--- config.mk ---
export PLATFORM = sky130hd
export DESIGN_NAME = vga_htiming_flat
export DESIGN_NICKNAME = d
export VERILOG_FILES = /design/src/rtl/vga_timing_pkg.sv /design/src/rtl/vga_htiming_if.sv /design/src/rtl/vga_htiming.sv /design/src/flat_wrapper.sv
export SDC_FILE = /design/constraint.sdc
export NUM_CORES = 1
export LEC_CHECK = 0
export ABC_AREA = 1
export CELL_PAD_IN_SITES_DETAIL_PLACEMENT = 0
export CELL_PAD_IN_SITES_GLOBAL_PLACEMENT = 1
export CORE_AREA = 2 2 71 73
export DETAILED_ROUTE_END_ITERATION = 6
export DIE_AREA = 0 0 73 75
export PLACE_DENSITY_LB_ADDON = 0.1
export SLEW_MARGIN = 20
export SYNTH_ARGS = -nofsm -noshare
export SYNTH_HDL_FRONTEND = slang
export SYNTH_SLANG_ARGS = --single-unit
--- constraint.sdc ---
create_clock -name clk -period 1.93 [get_ports clk]
set_input_delay 0.2895 -clock clk [delete_from_list [all_inputs] [get_ports clk]]
set_output_delay 0.2895 -clock clk [all_outputs]
set_load 0.03 [all_outputs]
--- src/rtl/vga_timing_pkg.sv ---
// Shared 640x480 @ 60 Hz timing definitions for the horizontal and vertical stages.
// Constants are in 50 MHz clocks (horizontal) or lines (vertical).
package vga_timing_pkg;

  typedef enum logic [1:0] {SYNC, BACK, DISP, FRONT} phase_t;

  localparam int H_SYNC_640      = 192;
  localparam int H_BACK_640      = 96;
  localparam int H_DISP_640      = 1280;
  localparam int H_FRONT_640     = 32;
  localparam int CLK_PER_PIX_640 = 2;

  localparam int V_SYNC_480  = 2;
  localparam int V_BACK_480  = 33;
  localparam int V_DISP_480  = 480;
  localparam int V_FRONT_480 = 10;

  function automatic int h_total(input int sync, input int back, input int disp, input int front);
    return sync + back + disp + front;
  endfunction

endpackage

--- src/rtl/vga_htiming_if.sv ---
// Horizontal timing bundle from the line generator to the vsync and pixel stages.
interface vga_htiming_if;
  logic       VGA_HSYNC;
  logic       DE;
  logic [9:0] HPIXEL;
  logic       PIX_TICK;
  logic       LINE_END;

  modport master (output VGA_HSYNC, output DE, output HPIXEL, output PIX_TICK, output LINE_END);
  modport slave  (input  VGA_HSYNC, input  DE, input  HPIXEL, input  PIX_TICK, input  LINE_END);
endinterface

--- src/rtl/vga_htiming.sv ---
// Horizontal VGA timing: line counter, phase FSM and pixel divider, with every
// output registered from the next-state values so it lines up with the counter.
module vga_htiming
  import vga_timing_pkg::*;
#(
  parameter int H_SYNC      = H_SYNC_640,
  parameter int H_BACK      = H_BACK_640,
  parameter int H_DISP      = H_DISP_640,
  parameter int H_FRONT     = H_FRONT_640,
  parameter int CLK_PER_PIX = CLK_PER_PIX_640
) (
  input  logic          clk,
  input  logic          reset,
  input  logic          en,
  vga_htiming_if.master hif
);

  localparam int H_TOTAL = h_total(H_SYNC, H_BACK, H_DISP, H_FRONT);
  localparam int P_W     = (CLK_PER_PIX > 1) ? $clog2(CLK_PER_PIX) : 1;

  localparam logic [10:0]    SYNC_LAST = 11'(H_SYNC - 1);
  localparam logic [10:0]    BACK_LAST = 11'(H_SYNC + H_BACK - 1);
  localparam logic [10:0]    DISP_LAST = 11'(H_SYNC + H_BACK + H_DISP - 1);
  localparam logic [10:0]    LINE_LAST = 11'(H_TOTAL - 1);
  localparam logic [P_W-1:0] P_LAST    = P_W'(CLK_PER_PIX - 1);

  if (H_TOTAL > 2048) begin : g_bad_total
    $error("vga_htiming: H_TOTAL exceeds the 11-bit line counter");
  end
  if (CLK_PER_PIX < 1 || (H_DISP % CLK_PER_PIX) != 0) begin : g_bad_pix
    $error("vga_htiming: H_DISP must be a multiple of CLK_PER_PIX");
  end
  if ((H_DISP / CLK_PER_PIX) > 1024) begin : g_bad_cols
    $error("vga_htiming: pixel column does not fit HPIXEL");
  end

  phase_t         state_q, state_d;
  logic [10:0]    c_q, c_d;
  logic [P_W-1:0] p_q, p_d;
  logic [9:0]     hpix_q, hpix_d;
  logic           hsync_q, hsync_d;
  logic           de_q, de_d;
  logic           tick_q, tick_d;
  logic           le_q, le_d;

  // NOTE: every always_comb output gets a default before any branch, so no latches are inferred.
  always_comb begin
    c_d     = (c_q == LINE_LAST) ? 11'd0 : c_q + 11'd1;
    state_d = state_q;
    unique case (state_q)
      SYNC:  if (c_q == SYNC_LAST) state_d = BACK;
      BACK:  if (c_q == BACK_LAST) state_d = DISP;
      DISP:  if (c_q == DISP_LAST) state_d = FRONT;
      FRONT: if (c_q == LINE_LAST) state_d = SYNC;
    endcase

    // The pixel phase restarts on DISP entry and only runs while staying in DISP.
    p_d = '0;
    if (state_q == DISP && state_d == DISP) begin
      p_d = (p_q == P_LAST) ? '0 : p_q + P_W'(1);
    end

    hpix_d = '0;
    if (state_d == DISP && state_q == DISP) begin
      hpix_d = (p_q == P_LAST) ? hpix_q + 10'd1 : hpix_q;
    end else if (state_d == FRONT) begin
      hpix_d = hpix_q;
    end

    hsync_d = (state_d != SYNC);
    de_d    = (state_d == DISP);
    tick_d  = (state_d == DISP) && (p_d == P_LAST);
    le_d    = (c_d == LINE_LAST);
  end

  // NOTE: state registers use non-blocking assignments so all of them sample the same pre-edge values.
  always_ff @(posedge clk) begin
    if (!reset) begin
      state_q <= SYNC;
      c_q     <= '0;
      p_q     <= '0;
      hpix_q  <= '0;
      hsync_q <= 1'b0;
      de_q    <= 1'b0;
      tick_q  <= 1'b0;
      le_q    <= 1'b0;
    end else if (en) begin
      state_q <= state_d;
      c_q     <= c_d;
      p_q     <= p_d;
      hpix_q  <= hpix_d;
      hsync_q <= hsync_d;
      de_q    <= de_d;
      tick_q  <= tick_d;
      le_q    <= le_d;
    end
  end

  assign hif.VGA_HSYNC = hsync_q;
  assign hif.DE        = de_q;
  assign hif.HPIXEL    = hpix_q;
  assign hif.PIX_TICK  = tick_q;
  assign hif.LINE_END  = le_q;

endmodule

--- src/flat_wrapper.sv ---
// flat-port wrapper written by rule: the top's interface ports become plain ports
module vga_htiming_flat import vga_timing_pkg::*;
#(
  parameter int H_SYNC      = H_SYNC_640,
  parameter int H_BACK      = H_BACK_640,
  parameter int H_DISP      = H_DISP_640,
  parameter int H_FRONT     = H_FRONT_640,
  parameter int CLK_PER_PIX = CLK_PER_PIX_640
)
  (clk, reset, en, hif_VGA_HSYNC, hif_DE, hif_HPIXEL, hif_PIX_TICK, hif_LINE_END);
  vga_htiming_if hif_i ();
  input  logic clk;
  input  logic reset;
  input  logic en;
  output wire logic [$bits(hif_i.VGA_HSYNC)-1:0] hif_VGA_HSYNC;
  output wire logic [$bits(hif_i.DE)-1:0] hif_DE;
  output wire logic [$bits(hif_i.HPIXEL)-1:0] hif_HPIXEL;
  output wire logic [$bits(hif_i.PIX_TICK)-1:0] hif_PIX_TICK;
  output wire logic [$bits(hif_i.LINE_END)-1:0] hif_LINE_END;
  assign hif_VGA_HSYNC = hif_i.VGA_HSYNC;
  assign hif_DE = hif_i.DE;
  assign hif_HPIXEL = hif_i.HPIXEL;
  assign hif_PIX_TICK = hif_i.PIX_TICK;
  assign hif_LINE_END = hif_i.LINE_END;
  vga_htiming #(.H_SYNC(H_SYNC), .H_BACK(H_BACK), .H_DISP(H_DISP), .H_FRONT(H_FRONT), .CLK_PER_PIX(CLK_PER_PIX)) u_core (.clk(clk), .reset(reset), .en(en), .hif(hif_i));
endmodule
Word-level counts from Yosys, hierarchy flattened:

Index checks and enable logic that the tools add are counted.

* bits of input ports: 3
* output and inout bits: 14
* register bits after elaboration: 28
* latch bits: 0
* memory bits (read-only): 0
* memory bits (writable): 0
* memories: 0
* word-level logic and storage cells: 39

* shifts and indexed selects: 0
* div/mod/pow operators: 0
* bitwise logic cells: 0
* magnitude comparators: 0
* reduce and logical (&&, ||, !) cells: 5
* multipliers: 0
* equality and inequality tests: 12
* $add $sub $neg: 3
* muxes and demuxes: 11

Operators by type and width (count)
* equality test 11 bit (second input constant): 3
* two-way mux 10 bit: 3
* adder 11 x 1 -> 11 bit (second input constant): 1
* equality test 11 x 8 -> 1 bit (second input constant): 1
* equality test 11 x 9 -> 1 bit (second input constant): 1
* two-way mux 11 bit: 1
* adder 10 x 1 -> 10 bit (second input constant): 1
* equality test 2 bit (second input constant): 4
* two-way mux 2 bit: 4
* one-hot mux 2 bit (4 select lines): 1
* inequality test 2 x 1 -> 1 bit (second input constant): 2
* AND reduction 3 bit: 1
* equality test 2 x 1 -> 1 bit (second input constant): 1
* logical AND 1 bit: 2
* logical NOT 2 bit: 1
* two-way mux 1 bit: 2
* nonzero test 2 bit: 1
* adder 1 bit (second input constant): 1

Longest topological paths before layout:

Gate-level depths: netlist of run 1.

* depth after elaboration: 7
* gate-level depth with buffers: 14

Worst setup path before layout of run 1:

OpenSTA, ideal clock, no wires.

* path kind: register -> register
* start: register u_core.c_q[0]
* end: register u_core.hpix_q[2], in the netlist u_core.hif.HPIXEL[2]
* stages on the path, launching flop included: 14
* data arrival time: 1668 ps
* path buffers: 0
* path slack: 191 ps
* library setup time: 70 ps
* data required time: 1860 ps
* cells stage by stage: dfxtp_1 -> ha_1 -> nand3_2 -> nor2_4 -> nand2_4 -> nand2_2 -> nand2_2 -> clkinv_2 -> nand3_4 -> nor2_4 -> nand3_4 -> nand2_4 -> nand2_1 -> a21oi_1

* longest elaborated chain between the ends: 7

Ends and longest elaborated chain
* start, declared: line vga_htiming.sv:38 `logic [10:0] c_q, c_d;`
* start signal, assigned: line vga_htiming.sv:80 `c_q <= '0;`
* start signal, assigned: line vga_htiming.sv:89 `c_q <= c_d;`
* equality test 11 bit, or another cell as far along: line vga_htiming.sv:54 `FRONT: if (c_q == LINE_LAST) state_d = SYNC;`
* two-way mux 2 bit (on tied branches)
* one-hot mux 2 bit (4 select lines) (*): line vga_htiming.sv:50 `unique case (state_q)`
* equality test 2 bit: line vga_htiming.sv:64 `if (state_d == DISP && state_q == DISP) begin`
* logical AND 1 bit: line vga_htiming.sv:64
* inequality test 2 x 1 -> 1 bit (no source line)
* AND reduction 3 bit (no source line)
* end signal, assigned: line vga_htiming.sv:91 `hpix_q <= hpix_d;`
* end, declared: line vga_htiming.sv:40 `logic [9:0] hpix_q, hpix_d;`

Every way passes the cells marked *; elsewhere a longest branch is shown, timed or not.
A chain may end at the register's enable or synchronous reset.

Worst setup path after layout of run 1:

* start: register u_core.c_q[1]
* end: register u_core.hpix_q[8], in the netlist u_core.hif.HPIXEL[8]

The elaborated chain is that of the path after synthesis.

==> impl.org, run 1 <==
** Timing
- On the final layout, the worst clock skew is 0.00813 ns.
- Final worst hold slack :: 0.480 ns
- Total negative slack for setup checks :: 0 ns
- Setup violations remaining at the end of the flow were counted as 0.
- Tmin final :: 1.87 ns
- The number of hold violations in the final report came to 0.
- Max_slew headroom :: 0.728
- Setup repair after global routing could not meet its margin everywhere.
- Derived from the worst setup path, the maximum achievable clock frequency is 0.534 GHz.
- Least-Margin Pin Slew :: between 0.4 and 0.5 ns
- The final number of max-transition violations came to 0.
- Fraction of the cycle the final worst path needs :: 0.970

** Power
- Leakage power of the design :: approximately 0.00087 uW
- In this run the power density over the cells is between 500 and 600 nW/um2.
- IR analysis of the VDD net gives a maximum drop of between 200 and 300 uV.

** Layout
- At the end of the flow, the number of nets in the layout was ~270.
- Layout fillers :: around 480
- Relative to the synthesized area, the layout overhead comes to 31.7%.
- The sequential cells in the finished layout cover a total of 571 um2.
- Ant diodes :: 0
- Final standard cell area without fillers :: about 2100 um2
- Area occupied by multi-input gates :: 1010 um2
- Share of layout cells above drive strength 1 :: 0.218

** Clock tree
- CTS saw 28 sinks.
- Clk root buf :: sky130_fd_sc_hd__clkbuf_8
- In this run the number of H-tree levels came out at 1.
- CTS buffer count :: 3
- After clock tree synthesis, the clock-pin slew on the worst setup and hold paths is ~0.10 ns.
- The clock passes through at most 2 buffers.
- TritonCTS built the clock tree.
- Clock latency on the worst-skew pair, taken at its later pin, is 0.28 ns.
- Buffers inserted to repair hold after CTS numbered 0.

** Synthesis
- Counting flops with a built-in enable in the synthesized netlist gives 0.
- Proportion of synthesized chip area in sequential cells :: 0.347
- Synthesis inferred 28 register bits.
- After synthesis the cells add up to 1620 um2.
- A synthesized cell averages 7.03 um2.
- Distinct cells, synth :: 33
- Counting flops with an async set or reset pin after synthesis yields a share of 0.
- The cell count after synthesis came out at 230.
- Syn Nets :: 236
- The Yosys step of the flow raised 0 warnings.
- Leading register cell type out of synthesis :: sky130_fd_sc_hd__dfxtp_1

** Critical path
- In this run the worst path has a maximum fanout of 6.
- The worst register-to-register path ends at u_core.hif.HPIXEL[8].
- For the worst flop-to-flop path, the logic depth is 13.
- Critical Path, Cell by Cell :: ha_4, nand3_4, nor2_4, nand2_4, nand2_4, nand2_4, inv_4, nand3_4, nor2_4, nand3_4, nand2_8, nand2_2, a21oi_2
- Setup slack on the worst reg-to-reg path comes out at 0.06 ns.
- Capturing element type of the critical path :: flip-flop
- Required time of the critical path :: 2.15 ns
- Worst EP arrival :: around 2.1 ns
- The largest single stage delay on the critical path is 0.38 ns.
- Crit path launch type :: flip-flop
- Reg-to-Reg Start :: u_core.c_q[1]
- Critical-path cell with the highest stage delay :: sky130_fd_sc_hd__dfxtp_4
- The setup path with the least slack is of type reg2reg.

** GRT
- First-pass GRT wire length :: 6620 um
- Maximum number of pins on one net before global-route repair :: 22
- The number of global-route vias before repair was 1,447.
- Global router's overall resource usage :: 0.152
- Global routing finished with a remaining overflow of 0.
- The initial antenna violation count is 0.

** Detailed routing
- Per-cell routed wire length :: 12.9 um
- Summed over all layers, the routed wires come to 4070 um.
- Number of design rule violations left after detail routing :: 0
- Initial DRC count :: 74
- Residual antenna-violating net count after detailed routing :: 0
- Summing over every cut layer, the via total after detailed routing is 1,549.
- The first detailed-routing pass ran for 5 iterations.
- In the routed layout, each cell is associated on average with a via count of slightly below 5.

** Floorplan
- The die covers 5480 um2.
- Total number of placement rows :: 25
- Starting utilization of the core area :: 0.347
- The die is 75 um tall.
- 17 I/O pins were placed.
- Core Region :: 4660 um2
- DIE WIDTH :: 73 um

** Placement
- The congestion estimate from routability-driven global placement came to 0.842.
- Area after detailed placement :: 1910 um2
- Number of port buffers :: 16
- Detailed placement ended at an HPWL of between 2000 and 3000 um.

** Run
- Number of max-cap violations :: 0

** Worst hold path
- The worst hold path terminates at u_core.hif.LINE_END.
- In this run the most critical hold path is launched from u_core.hif.LINE_END.
- Worst Hold Path Cells :: 2
- The min-delay analysis places its worst path in the category reg2reg.

** Outcome
- Status :: complete, no violations
## cell families after synthesis
logic type | after synthesis | synth area share
xor+xnor | 8 | 0.0433
fa+ha+maj | 3 | 0.0232
flops | 28 | 0.347
simple gates | 110 | 0.351
buf+inv | 37 | 0.0875
compound gates | 44 | 0.148
## synthesized netlist by cell type (2+ instances only)
master / count / area (um2)
sky130_fd_sc_hd__a21oi_1: 24 / 120
sky130_fd_sc_hd__buf_1: 2 / 7.51
sky130_fd_sc_hd__clkbuf_1: 4 / 15.0
sky130_fd_sc_hd__clkinv_1: 2 / 7.51
sky130_fd_sc_hd__dfxtp_1: 28 / 561
sky130_fd_sc_hd__ha_1: 3 / 37.5
sky130_fd_sc_hd__inv_1: 23 / 86.3
sky130_fd_sc_hd__inv_2: 4 / 15.0
sky130_fd_sc_hd__nand2_1: 39 / 146
sky130_fd_sc_hd__nand2_2: 3 / 18.8
sky130_fd_sc_hd__nand2_4: 2 / 22.5
sky130_fd_sc_hd__nand3_1: 15 / 75.1
sky130_fd_sc_hd__nand3_2: 2 / 20.0
sky130_fd_sc_hd__nand3_4: 2 / 35.0
sky130_fd_sc_hd__nand4_1: 11 / 68.8
sky130_fd_sc_hd__nor2_1: 24 / 90.1
sky130_fd_sc_hd__nor2_2: 3 / 18.8
sky130_fd_sc_hd__nor2_4: 2 / 22.5
sky130_fd_sc_hd__nor3_1: 4 / 20.0
sky130_fd_sc_hd__o211ai_1: 2 / 15.0
sky130_fd_sc_hd__o21ai_0: 12 / 60.1
sky130_fd_sc_hd__o21bai_1: 2 / 15.0
sky130_fd_sc_hd__xnor2_1: 2 / 17.5
sky130_fd_sc_hd__xor2_1: 6 / 52.6
## state kept, by name, summed over array words and instances (netlist names)
| register | count |
|---|---|
| u_core.c_q | 11 |
| u_core.hif.LINE_END | 1 |
| u_core.hif.DE | 1 |
| u_core.hif.VGA_HSYNC | 1 |
| u_core.p_q | 1 |
| u_core.hif.HPIXEL | 10 |
| u_core.state_q | 2 |
| u_core.hif.PIX_TICK | 1 |
## metal layers
metal / GRT usage / vias up / wire (um)
met5: 0 / - / 0
met4: 0.0370 / 0 / 27
met3: 0.0201 / 2 / 84
met2: 0.238 / 20 / 1740
met1: 0.222 / 699 / 2220
li1: - / 828 / -
## repair_timing
action                                  CTS  global route
endpoints found under the setup margin    9            13
endpoints found under the hold margin     0             0
gates cloned                              0             1
setup buffers                             1             6
pin swaps                                 1             8
resized for setup                         0            27
## layout by cell type (no fill, tap or decap), types with 3 or more instances in the layout
cell,Yosys,final
sky130_fd_sc_hd__nor2_2,3,3
sky130_fd_sc_hd__nand4_1,11,11
sky130_fd_sc_hd__nand2_4,2,5
sky130_fd_sc_hd__a21oi_2,0,6
sky130_fd_sc_hd__clkdlybuf4s50_1,0,16
sky130_fd_sc_hd__inv_2,4,4
sky130_fd_sc_hd__o21ai_0,12,11
sky130_fd_sc_hd__nand3_1,15,15
sky130_fd_sc_hd__xor2_1,6,6
sky130_fd_sc_hd__dfxtp_1,28,24
sky130_fd_sc_hd__nand3_4,2,4
sky130_fd_sc_hd__inv_1,23,23
sky130_fd_sc_hd__clkbuf_8,0,3
sky130_fd_sc_hd__nor2_4,2,3
sky130_fd_sc_hd__nand2_2,3,3
sky130_fd_sc_hd__nor2_1,24,23
sky130_fd_sc_hd__a21oi_1,24,18
sky130_fd_sc_hd__nor3_1,4,4
sky130_fd_sc_hd__buf_4,0,16
sky130_fd_sc_hd__nand2_1,39,36
## cell type report
cell class	instances	share of cell area
well taps	54	0.0317
flip-flops and latches	28	0.268
inverters	30	0.0541
repair buffers	34	0.150
multi-input cells	166	0.476
clock buffers	3	0.0194
## how the worst max path moves through the flow
| stage | cells after the start | endpoint | start |
|---|---|---|---|
| global route | 13 | u_core.hif.HPIXEL[6] | u_core.c_q[1] |
| finish | 13 | u_core.hif.HPIXEL[8] | u_core.c_q[1] |
| floorplan | 13 | u_core.hif.HPIXEL[2] | u_core.c_q[0] |
| CTS | 12 | u_core.hif.HPIXEL[8] | u_core.c_q[1] |
| global placement | 9 | u_core.hif.PIX_TICK | u_core.c_q[1] |
| detailed placement | 9 | u_core.hif.PIX_TICK | u_core.c_q[1] |
## critical path, delay by kind of cell, from the launching register on
| kind | cells | cell delay (ns) |
|---|---|---|
| AO/OA/AOI/OAI | 1 | 0.13 |
| adder cells (fa/ha/maj) | 1 | 0.16 |
| buffers and inverters | 1 | 0.05 |
| flip-flops | 1 | 0.38 |
| AND/OR/NAND/NOR | 10 | 1.10 |
## through the flow
stage,total power (uW),instances,worst slack [ns],utilization
2_1_floorplan,695,230,0.191,-
3_3_place_gp,746,304,-0.0155,0.410
3_5_place_dp,743,304,-0.0300,0.410
4_1_cts,1080,308,0.000925,0.423
5_1_grt,1120,315,-0.0700,0.457
6_report,1070,315,0.0579,0.457
## report_power, final
group	internal [uW]	switching, uW
Combinational	49.9	74.7
Sequential	594	21.8
Clock	140	191
Power figures use the tool's default switching activity.
==> run 2, diff against run 1 <==
--- a/config.mk
+++ b/config.mk
@@ -12,6 +12,7 @@
 export DETAILED_ROUTE_END_ITERATION = 6
 export DIE_AREA = 0 0 73 75
 export PLACE_DENSITY_LB_ADDON = 0.1
+export REMOVE_ABC_BUFFERS = 1
 export SLEW_MARGIN = 20
 export SYNTH_ARGS = -nofsm -noshare
 export SYNTH_HDL_FRONTEND = slang
==> run 2 against run 1 <==
Combinational power hardly changed. Routed wire length hardly changed. Critical path type unchanged. Largest cell class unchanged. Largest power group unchanged. First-iteration DRC count is 9.5% higher. Non-clock buffer count is 1 lower. Clock power is 44% higher. Design area is 1.3% lower. Worst setup slack better by 0.036 ns.
==> impl.org, run 2 (synthesized netlist as in run 1, its figures left out) <==
** Layout
- Leading cell types in the layout, fill and taps excluded :: sky130_fd_sc_hd__nand2_1 (37), sky130_fd_sc_hd__dfxtp_1 (25), sky130_fd_sc_hd__inv_1 (23), sky130_fd_sc_hd__nor2_1 (23), sky130_fd_sc_hd__a21oi_1 (22) (was sky130_fd_sc_hd__nand2_1 (36), sky130_fd_sc_hd__dfxtp_1 (24), sky130_fd_sc_hd__inv_1 (23), sky130_fd_sc_hd__nor2_1 (23), sky130_fd_sc_hd__a21oi_1 (18))
- The register bank with the most flops was u_core.c_q (unchanged).
- Max FFs per register :: 11 (unchanged)
- The most common library cell in the layout ignoring fill and taps is sky130_fd_sc_hd__nand2_1 (unchanged).
- Ant diodes :: 0 (unchanged)
- Layout fillers :: 486 (was 475)
- The final core utilization came to 0.451 (was 0.457).
- Area growth, synth to finish :: 30.0% (was 31.7%)
- The area occupied by registers came to 564 um2 (was 571 um2).
- The area taken by multi-input logic gates is 985 um2 (was 1010 um2).
- Share of layout cells above drive strength 1 :: 0.195 (was 0.218)
- The net count reported at finish is 268 (was 269).

** Floorplan
- The core box area was 4660 um2 (unchanged).
- The effective utilization at floorplan was 0.347 (unchanged).
- Die Footprint :: 5480 um2 (unchanged)
- Total number of placement rows :: 25 (unchanged)
- Vert. Die Dim :: 75 um (unchanged)
- I/O Pins :: 17 (unchanged)
- The x dimension of the die came to 73 um (unchanged).

** Clock tree
- The CTS tree is yes (unchanged).
- Number of hold buffers added after CTS :: 0 (unchanged)
- Maximum number of buffers from clock root to sink :: 2 (unchanged)
- CTS buffer count :: 3 (unchanged)
- The clock transition at the registers of the reported paths was 0.11 ns (was 0.10 ns).
- Clk root buf :: sky130_fd_sc_hd__clkbuf_8 (unchanged)
- The later-pin clock latency in the skew report was 0.28 ns (about the same).
- Sinks on Clock Net :: 28 (unchanged)
- The number of levels in the clock H-tree is 1 (unchanged).

** Power
- The power density normalized to cell area is 579 nW/um2 (was 503 nW/um2).
- Worst VDD drop :: 453 uV (was 296 uV)
- Leakage power of the design :: 0.000866 uW (was 0.000874 uW)

** Timing
- Total negative slack for setup checks :: 0 ns (unchanged)
- Max_slew headroom :: 0.756 (was 0.728)
- The final number of max-transition violations came to 0 (unchanged).
- The worst clock skew is 0.0113 ns (was 0.00813 ns).
- Least-Margin Pin Slew :: 0.364 ns (was 0.405 ns)
- The shortest clock period the worst path allows after layout is 1.84 ns (was 1.87 ns).
- Setup repair after global routing missed its margin: true (unchanged).
- The part of the cycle the worst path needs came to 0.951 (was 0.970).
- Achievable Freq :: 0.545 GHz (was 0.534 GHz)
- The final setup violation count came to 0 (unchanged).
- The number of hold violations in the final report was 0 (unchanged).

** Run
- Number of max-cap violations :: 0 (unchanged)

** GRT
- Initial antenna violation count :: 0 (unchanged)
- The final global-route overflow total was 0 (unchanged).
- The global-route wire length before repair came to 6790 um (was 6620 um).
- The number of global-route vias before repair was 1,437 (was 1,447).
- Global router's overall resource usage :: 0.159 (was 0.152)
- Maximum number of pins on one net before global-route repair :: 22 (unchanged)

** Critical path
- The data arrival time of the worst path came to 2.06 ns (was 2.09 ns).
- The startpoint class of the critical path is a flip-flop (unchanged).
- Reg-to-Reg Start :: u_core.c_q[1] (unchanged)
- Crit path max fanout :: 6 (unchanged)
- Setup crit start :: u_core.c_q[1] (unchanged)
- Capturing element type of the critical path :: flip-flop (unchanged)
- The type of the worst setup path was reg2reg (unchanged).
- The endpoint required time on the critical path came to 2.16 ns (was 2.15 ns).

** Detailed routing
- Number of design rule violations left after detail routing :: 0 (unchanged)
- The total wire length is 4070 um (about the same).
- Residual antenna-violating net count after detailed routing :: 0 (unchanged)
- Via count :: 1,554 (was 1,549)
- The detailed-router iteration count before antenna repair was 4 (was 5).
- Initial DRC count :: 81 (was 74)
- Per-cell routed wire length :: 12.9 um (about the same)
- The number of vias per cell after detailed routing came to 4.93 (was 4.92).

** Placement
- The number of buffers added on ports was 16 (unchanged).
- The weighted congestion at the end of routability-driven global placement came to 0.807 (was 0.842).
- Placed wire-length estimate :: 2930 um (was 2800 um)

** Worst hold path
- The launch instance of the worst min-delay path is u_core.hif.PIX_TICK (was u_core.hif.LINE_END).
- The class of the tightest hold or removal check was reg2reg (unchanged).

** Outcome
- Status :: complete, no violations (unchanged)
-- run 2: worst max-delay path, stage by stage, from the launching register on --
cell	delay, ns
sky130_fd_sc_hd__dfxtp_2	0.38
sky130_fd_sc_hd__ha_4	0.15
sky130_fd_sc_hd__nand3_4	0.10
sky130_fd_sc_hd__nor2_4	0.17
sky130_fd_sc_hd__nand2_4	0.09
sky130_fd_sc_hd__nand2_4	0.07
sky130_fd_sc_hd__nand2_4	0.05
sky130_fd_sc_hd__clkinv_2	0.05
sky130_fd_sc_hd__nand3_4	0.08
sky130_fd_sc_hd__nor2_4	0.16
sky130_fd_sc_hd__nand3_4	0.15
sky130_fd_sc_hd__nand2_8	0.12
sky130_fd_sc_hd__nand2_2	0.05
sky130_fd_sc_hd__a21oi_2	0.13
-- run 2: final timing paths --
kind,endpoint,depth (start not counted),slack (ns)
worst min register to register,u_core.hif.PIX_TICK,2,0.47
worst max register to register,u_core.hif.HPIXEL[3],13,0.09
worst min-delay path,u_core.hif.PIX_TICK,2,0.47
worst max-delay path,u_core.hif.HPIXEL[3],13,0.09
-- run 2: timing repair --
action	in CTS	in global routing
pin swaps	1	8
resized for setup	0	16
gates cloned	0	1
endpoints found under the setup margin	9	13
hold endpoints to repair	0	0
buffers inserted	1	5
-- run 2: area by class of cell --
| cell class | count | share of cell area |
|---|---|---|
| inverter | 30 | 0.0542 |
| timing repair buffer | 33 | 0.143 |
| tap | 54 | 0.0321 |
| clock buffer | 3 | 0.0196 |
| sequential | 28 | 0.268 |
| multi-input combinational | 166 | 0.468 |
| clock inverter | 1 | 0.0143 |
-- run 2: layer usage --
| metal | up-vias | global-route usage | share of wire | wire length, um |
|---|---|---|---|---|
| met4 | 0 | 0.0432 | 0.0084 | 34 |
| li1 | 829 | - | - | - |
| met3 | 4 | 0.0361 | 0.031 | 125 |
| met2 | 21 | 0.246 | 0.43 | 1750 |
| met1 | 700 | 0.222 | 0.53 | 2160 |
| met5 | - | 0 | 0 | 0 |
-- run 2: power breakdown --
group / leakage [uW] / switching (uW) / internal (uW) / total, uW
Combinational: 0.000601 / 75.0 / 51.4 / 126
Clock: 0.0000357 / 197 / 278 / 475
Sequential: 0.000229 / 21.1 / 595 / 616
-- run 2: per-stage QoR --
stage	setup slack, ns	hold WS, ns	power [uW]	area (um2)	cells
floorplan	0.136	0.379	686	1590	223
global placement	0.00790	0.459	744	1900	304
detailed placement	-0.0207	0.459	743	1900	304
CTS	0.0161	0.480	1220	1990	309
global route	-0.0471	0.506	1270	2100	315
finish	0.0937	0.472	1220	2100	315
